--- config.mk ---
export PLATFORM = sky130hd
export DESIGN_NAME = cfg_reg_wr_ctrl
export DESIGN_NICKNAME = d
export VERILOG_FILES = /design/src/rtl/cfg_reg_wr_ctrl_pkg.sv /design/src/rtl/cfg_rr_arb2.sv /design/src/rtl/cfg_reg_wr_ctrl.sv
export SDC_FILE = /design/constraint.sdc
export NUM_CORES = 1
export LEC_CHECK = 0
export ABC_AREA = 0
export CORE_UTILIZATION = 43
export CTS_BUF_LIST = sky130_fd_sc_hd__clkbuf_2
export CTS_CLUSTER_DIAMETER = 150
export DETAILED_ROUTE_END_ITERATION = 8
export PLACE_DENSITY_LB_ADDON = 0.1
export SYNTH_ARGS = -nofsm -noshare
export SYNTH_HDL_FRONTEND = slang
export SYNTH_SLANG_ARGS = --single-unit
--- constraint.sdc ---
create_clock -name clk -period 2.12 [get_ports clk]
set_clock_uncertainty 0.15 [all_clocks]
set_input_delay 0.212 -clock clk [delete_from_list [all_inputs] [get_ports clk]]
set_output_delay 0.212 -clock clk [all_outputs]
set_load 0.03 [all_outputs]
--- src/rtl/cfg_reg_wr_ctrl_pkg.sv ---
// Shared constants and types for the key-protected configuration write controller.
package cfg_reg_wr_ctrl_pkg;

    typedef enum logic {
        ST_LOCKED   = 1'b0,
        ST_UNLOCKED = 1'b1
    } cfg_state_t;

    localparam logic [19:0] CFG_DEF_KEY = 20'h51F15;
    localparam int          CFG_DEF_TMO = 15;
    localparam int          CFG_CNT_W   = 8;

    // Increment that sticks at all-ones instead of wrapping.
    function automatic logic [CFG_CNT_W-1:0] sat_inc(input logic [CFG_CNT_W-1:0] v);
        return (&v) ? v : v + 1'b1;
    endfunction

endpackage

--- src/rtl/cfg_rr_arb2.sv ---
// Two-input alternating arbiter. A lone requester wins at once; on a conflict
// the input that did not win last time is granted. The last-grant flag resets
// to input 0, so input 1 wins the first conflict.
module cfg_rr_arb2 (
    input  logic       clk,
    input  logic       rst_n,
    input  logic [1:0] req,
    output logic [1:0] gnt
);

    logic last_reg;   // 0: input 0 was granted last, 1: input 1

    // Grant selection from the current requests and the last winner.
    always_comb begin
        gnt = 2'b00;
        case (req)
            2'b01:   gnt = 2'b01;
            2'b10:   gnt = 2'b10;
            2'b11:   gnt = last_reg ? 2'b01 : 2'b10;
            default: gnt = 2'b00;
        endcase
    end

    // Remember who won whenever anything is granted.
    always_ff @(posedge clk or negedge rst_n) begin
        if (!rst_n) begin
            last_reg <= 1'b0;
        end else if (|gnt) begin
            last_reg <= gnt[1];
        end
    end

endmodule

--- src/rtl/cfg_reg_wr_ctrl.sv ---
// Key-protected write controller for an external configuration register
// vector. Bus data writes need a prior key write; hardware updates do not.
// Both share one registered write port through an alternating arbiter.
module cfg_reg_wr_ctrl
    import cfg_reg_wr_ctrl_pkg::*;
#(
    parameter int            DW  = 20,
    parameter logic [DW-1:0] KEY = DW'(CFG_DEF_KEY),
    parameter int            TMO = CFG_DEF_TMO
) (
    input  logic          clk,
    input  logic          rst_n,
    input  logic          bus_wr_valid,
    output logic          bus_wr_ready,
    input  logic          bus_wr_sel,
    input  logic [DW-1:0] bus_wr_data,
    input  logic          hw_upd_valid,
    output logic          hw_upd_ready,
    input  logic [DW-1:0] hw_upd_data,
    output logic          reg_en,
    output logic [DW-1:0] reg_d,
    output logic          cfg_unlocked,
    output logic          bus_wr_err
);

    localparam logic [CFG_CNT_W-1:0] TMO_C = CFG_CNT_W'(TMO);

    cfg_state_t           state_reg;
    logic [CFG_CNT_W-1:0] cnt_reg;
    logic                 unlocked;
    logic                 key_wr;
    logic                 data_wr;
    logic                 timeout;
    logic [1:0]           req;
    logic [1:0]           gnt;

    assign unlocked = (state_reg == ST_UNLOCKED);
    assign key_wr   = bus_wr_valid &  bus_wr_sel;
    assign data_wr  = bus_wr_valid & ~bus_wr_sel;
    assign timeout  = (sat_inc(cnt_reg) >= TMO_C);

    // Only an unlocked bus data write contends for the register port;
    // a locked one is swallowed immediately and reported as an error.
    assign req = {hw_upd_valid, data_wr & unlocked};

    cfg_rr_arb2 u_arb (
        .clk   (clk),
        .rst_n (rst_n),
        .req   (req),
        .gnt   (gnt)
    );

    assign bus_wr_ready = bus_wr_sel | ~unlocked | gnt[0];
    assign hw_upd_ready = gnt[1];
    assign cfg_unlocked = unlocked;

    // Lock/unlock FSM with its timeout counter and the error pulse.
    always_ff @(posedge clk or negedge rst_n) begin
        if (!rst_n) begin
            state_reg  <= ST_LOCKED;
            cnt_reg    <= '0;
            bus_wr_err <= 1'b0;
        end else begin
            bus_wr_err <= 1'b0;
            case (state_reg)
                ST_LOCKED: begin
                    cnt_reg <= '0;
                    if (key_wr) begin
                        if (bus_wr_data == KEY) begin
                            state_reg <= ST_UNLOCKED;
                        end else begin
                            bus_wr_err <= 1'b1;
                        end
                    end else if (data_wr) begin
                        bus_wr_err <= 1'b1;
                    end
                end
                ST_UNLOCKED: begin
                    cnt_reg <= sat_inc(cnt_reg);
                    if (key_wr) begin
                        // Any key write while open is treated as misuse.
                        state_reg  <= ST_LOCKED;
                        bus_wr_err <= 1'b1;
                    end else if (gnt[0] || timeout) begin
                        state_reg <= ST_LOCKED;
                    end
                end
                default: begin
                    state_reg <= ST_LOCKED;
                    cnt_reg   <= '0;
                end
            endcase
        end
    end

    // Registered write port: one-cycle latency, data held while idle.
    always_ff @(posedge clk or negedge rst_n) begin
        if (!rst_n) begin
            reg_en <= 1'b0;
            reg_d  <= '0;
        end else begin
            reg_en <= |gnt;
            if (gnt[1]) begin
                reg_d <= hw_upd_data;
            end else if (gnt[0]) begin
                reg_d <= bus_wr_data;
            end
        end
    end

endmodule

==> reports/qor.yml, run 1 <==
status:
  status: "complete, no violations"
setup_path:
  max_stage_delay_ns: 0.71
  path_class: "flop to output pin"
  end_kind: "output pin"
  critPathRequiredTime_ns: 1.76
  start_kind: "flop"
  cp_num_buf_inv: 1
  cp_slowest_cell: "clkdlybuf4s50_1"
  crit_path_max_fanout: 6
  path_cells: "clkdlybuf4s50_1"
  critPathTopFamily: "buffers and inverters"
  critical_path_arrival_ns: 1.52
final_layout:
  seq_area_sq_um: 801
  diodes: 0
  finalNonFillerCells: 281
  n_fill_cell: 299
  multi_input_comb_area_sq_um: 764
  syn2layout_area_growth_pct: 49.6
  final_cell_mix: "clkdlybuf4s50_1, dfrtp_1, nand2_1"
  final_nets: 281
  largest_reg_flops: 20
  drive_above_1_share_pct: 8.51
  final_common_cell: "clkdlybuf4s50_1"
floorplan:
  core_area_sq_um: 3470
  dieArea_sq_um: 4020
  die_y_um: 63.4
  initial_core_util_pct: 46.7
  die_x_um: 63.4
  rows: 21
  ioPinCount: 70
clock_network:
  postCtsSetupBuffers: 0
  clock_latency_ns: 0.36
  cts_buffer_depth: 2
  clock-root-buffer: "clkbuf_2"
  cts_tree: "done"
  cts.clk_slew.worst_paths_ns: 0.16
  htreeDepth: 2
  clkSinkCount: 32
  cts_resized: 1
  cts_made_buffers: 5
  cts_hold_buffers: 0
synthesis:
  synth_seq_cells: 32
  syn_area_sq_um: 1620
  yosysTopAreaCell: "dfrtp_1"
  syn_avg_cell_area_sq_um: 10.1
  synth_fp_nets: 207
  yosys-top-cells-area: "dfrtp_1, mux2i_1, o21ai_0"
  synth.distinct_cells: 38
  synthCells: 161
  synth.top_cell.area_share_pct: 49.4
  yosysWarnings: 0
  ys_seq_area_share_pct: 49.4
drt:
  drt_wl_total_um: 3930
  drc_errors: 0
  wl_per_cell_um: 14.0
  drtAntennaViolNets: 0
  viasPerCell: 5.27
  first_iter_violations: 102
  first_pass_iters: 4
  via_count: 1480
grt:
  grt_max_degree: 42
  grt_pass1_wl_um: 6880
  grt_pass1_vias: 1567
  grt.total_usage_pct: 22.4
  antenna_found_initial: 0
  grt-ovfl-total: 0
sta:
  fmax_mhz: 531
  finalMaxSlewViolations: 0
  final-hold-violation-count: 0
  holdWs_ns: 0.0713
  rsz0062_at_grt: "no"
  period_needed_ns: 1.88
  fin_tns_setup_ns: 0
  relSlewSlack_pct: 67.8
  min_period_over_period_pct: 88.9
  tightest_slew_ns: 0.479
  setup_viol: 0
  fin_ws_ns: 0.236
placed_design:
  gp_congestion: 0.762
  port_buffers: 69
  placedCellCount: 274
  dp_hpwl_um: 3030
  place_ws_ns: 0.0723
power_and_ir_drop:
  peakVddDrop_mv: 0.382
  leakage_nw: 1.06
  power_density_nw_per_um2: 541
worst_hold_path:
  hold_class: "primary input to async pin"
run:
  drv_cap: 0
-- power by group --
part | switching (mW) | internal, mW
combinational | 0.183 | 0.185
clock | 0.203 | 0.0681
sequential | 0.0220 | 0.652
-- Yosys cell counts (all sizes together) --
cell,count
nand4bb,1
xor2,2
inv,4
a311oi,2
a31oi,2
mux2i,21
or4b,1
nand3b,1
o21ai,22
nor2,8
and4,1
and3,5
a31o,1
a211oi,2
buf,3
ha,1
nor4,1
clkbuf,5
and2,2
a21oi,1
dfrtp,32
nand2b,1
nor2b,1
nand4b,3
clkinv,1
o31ai,1
nand4,3
nand3,4
nand2,25
xnor2,1
o21a,1
nor4b,1
mux2,1
-- metal layers --
layer | wire [um] | track usage (%) | part of all wire, % | up-vias
met5 | 0 | 0 | 0 | -
met4 | 71 | 8.81 | 1.8 | 0
met3 | 236 | 7.79 | 6.0 | 7
met2 | 2020 | 39.2 | 51 | 48
met1 | 1600 | 24.5 | 41 | 707
li1 | - | - | - | 718
-- area by class of cell --
type / instances / share of cell area, %
Sequential cell: 32 / 33.0
Multi-Input combinational cell: 116 / 31.5
Timing Repair Buffer: 75 / 30.9
Tap cell: 46 / 2.37
Clock buffer: 5 / 1.03
Inverter: 5 / 0.774
Clock inverter: 2 / 0.310
-- kinds of logic after synthesis --
group	synth area share (%)
xor+xnor	1.62
fa+ha+maj	0.772
mux	13.9
simple gates	19.0
compound gates	11.7
buf+inv	3.63
flops	49.4
-- stage by stage --
step | area (sq um) | total power [mW] | util, %
floorplan | 1620 | 0.843 | -
global placement | 2390 | 1.05 | 68.9
detailed placement | 2390 | 1.06 | 68.9
CTS | 2420 | 1.33 | 69.8
global route | 2420 | 1.38 | 69.9
finish | 2420 | 1.31 | 69.9
-- final timing paths --
kind / from / slack, ns / depth (start not counted) / to
worst min-delay path: rst_n / 0.07 / 2 / reg_d[15]
min in group clk: hw_upd_data[17] / 0.31 / 3 / reg_d[17]
worst min register to register: reg_d[17] / 0.35 / 2 / reg_d[17]
worst max-delay path: cfg_unlocked / 0.24 / 1 / cfg_unlocked
worst max register to register: cnt_reg[0] / 0.30 / 5 / cnt_reg[1]
max in group asynchronous: rst_n / 1.45 / 2 / u_arb.last_reg
Power figures use the tool's default switching activity.
==> run 2, diff against run 1 <==
Settings changed: RECOVER_POWER from default to 25.
==> reports/qor.yml, run 2 (synthesis results as in run 1) <==
sta:
  relSlewSlack_pct: 47.3  # -21 points
  holdWs_ns: 0.286  # +0.214 ns
  min_period_over_period_pct: 88.9  # about the same
  fin_ws_ns: 0.236  # -0.0000270 ns
  fin_tns_setup_ns: 0  # unchanged
  fmax_mhz: 531  # about the same
  setup_viol: 0  # unchanged
  rsz0062_at_grt: "no"
  tightest_slew_ns: 0.791  # +0.312 ns
  finalMaxSlewViolations: 0  # unchanged
  period_needed_ns: 1.88  # +0.0000270 ns
  final-hold-violation-count: 0  # unchanged
drt:
  drc_errors: 0  # unchanged
  viasPerCell: 5.28  # +0.34%
  drtAntennaViolNets: 0  # unchanged
  drt_wl_total_um: 3930  # +0.13%
  first_pass_iters: 4  # unchanged
  first_iter_violations: 102  # unchanged
  via_count: 1485  # +0.34%
  wl_per_cell_um: 14.0  # +0.13%
placed_design:
  place_ws_ns: 0.0723  # unchanged
  placed_cell_area_sq_um: 2390  # unchanged
  placedCellCount: 274  # unchanged
  gp_congestion: 0.762  # unchanged
  port_buffers: 69  # unchanged
  dp_hpwl_um: 3030  # unchanged
clock_network:
  cts_buffer_depth: 2  # unchanged
  cts_made_buffers: 5  # unchanged
  clock-root-buffer: "clkbuf_2"
  clock_latency_ns: 0.36  # about the same
  cts_tree: "done"
  clkSinkCount: 32  # unchanged
  cts.clk_slew.worst_paths_ns: 0.16  # about the same
  htreeDepth: 2  # unchanged
grt:
  antenna_found_initial: 0  # unchanged
  grt_pass1_wl_um: 6880  # unchanged
  grt_max_degree: 42  # unchanged
  grt_pass1_vias: 1567  # unchanged
  grt-ovfl-total: 0  # unchanged
  grt.total_usage_pct: 22.4  # unchanged
power_and_ir_drop:
  pwr-share-seq_pct: 51.4  # about the same
  leakage_nw: 1.06  # about the same
  combPwrFrac_pct: 28.0  # about the same
  p_total_mw: 1.31  # about the same
  pwr-share-clk_pct: 20.6  # about the same
  intPower_uw: 904  # -0.11%
  power_density_nw_per_um2: 542  # about the same
  p_sw_share_pct: 31.1  # about the same
  peakVddDrop_mv: 0.382  # about the same
  switchingPower_uw: 407  # about the same
final_layout:
  n_fill_cell: 299  # unchanged
  final_common_cell: "clkdlybuf4s50_1"
  stdcell_area_sq_um: 2420  # -0.10%
  largest_reg_flops: 20  # unchanged
  final_cell_mix: "clkdlybuf4s50_1, dfrtp_1, nand2_1"
  diodes: 0  # unchanged
  syn2layout_area_growth_pct: 49.4
  final_nets: 281  # unchanged
  drive_above_1_share_pct: 8.51  # unchanged
  post-route-util_pct: 69.8  # -0.072 points
  finalNonFillerCells: 281  # unchanged
floorplan:
  die_x_um: 63.4  # unchanged
  die_y_um: 63.4  # unchanged
  dieArea_sq_um: 4020  # unchanged
  initial_core_util_pct: 46.7  # unchanged
  core_area_sq_um: 3470  # unchanged
  ioPinCount: 70  # unchanged
  rows: 21  # unchanged
setup_path:
  start_kind: "flop"
  end_kind: "output pin"
  r2r_slack_ns: 0.30  # about the same
  critPathRequiredTime_ns: 1.76  # about the same
  critPathTopFamily: "buffers and inverters"
  path_class: "flop to output pin"
  cp_num_buf_inv: 1  # unchanged
  crit_path_max_fanout: 6  # unchanged
  cp_slowest_cell: "clkdlybuf4s50_1"
  critical_path_arrival_ns: 1.52  # about the same
  max_stage_delay_ns: 0.71  # about the same
  path_cells: "clkdlybuf4s50_1"
worst_hold_path:
  hold_class: "primary input to async pin"
status:
  status: "complete, no violations"
run:
  drv_cap: 0  # unchanged
==> run 2: worst reg2reg max path, cell delays in order, from the launching register on <==
cell and delay [ns]:
dfrtp_1 0.45, ha_1 0.30, and3_2 0.25, and4_1 0.32
mux2i_1 0.22, nor2_1 0.05
==> run 2: timing repair <==
| action | CTS | global route |
|---|---|---|
| endpoints found under the setup margin | 1 | 1 |
| gates resized for setup | 1 | 1 |
| endpoints found under the hold margin | 0 | 0 |
| hold buffers | 0 | 0 |
| buffers inserted | 0 | 0 |
==> run 2: area by class of cell <==
cell class	count	area, sq um	area share, %
Sequential cell	32	801	33.1
Multi-Input combinational cell	116	764	31.6
Timing Repair Buffer	75	747	30.9
Tap cell	46	57.6	2.38
Clock buffer	5	25.0	1.03
Inverter	5	18.8	0.775
Clock inverter	2	7.51	0.310
==> run 2: path summary, 6_finish.rpt <==
check | start | to | depth (start not counted)
min | rst_n | reg_d[15] | 2
max reg2reg | cnt_reg[0] | cnt_reg[1] | 5
max in group asynchronous | rst_n | u_arb.last_reg | 2
max | cfg_unlocked | cfg_unlocked | 1
min in group clk | hw_upd_data[17] | reg_d[17] | 3
min reg2reg | reg_d[17] | reg_d[17] | 2
==> run 2: layer usage <==
layer | vias to the layer above | share of wire [%] | track usage (%)
li1 | 718 | - | -
met1 | 707 | 40 | 24.5
met2 | 53 | 52 | 39.2
met3 | 7 | 6.7 | 7.79
met4 | 0 | 1.8 | 8.81
met5 | - | 0 | 0
==> run 2: power by group through the flow <==
stage	logic, mW	clock network (mW)	registers [mW]
5_1_grt	0.392	0.310	0.682
4_1_cts	0.371	0.280	0.675
3_3_place_gp	0.363	0	0.684
6_report	0.367	0.271	0.674
3_5_place_dp	0.371	0	0.686
2_1_floorplan	0.0728	0	0.770
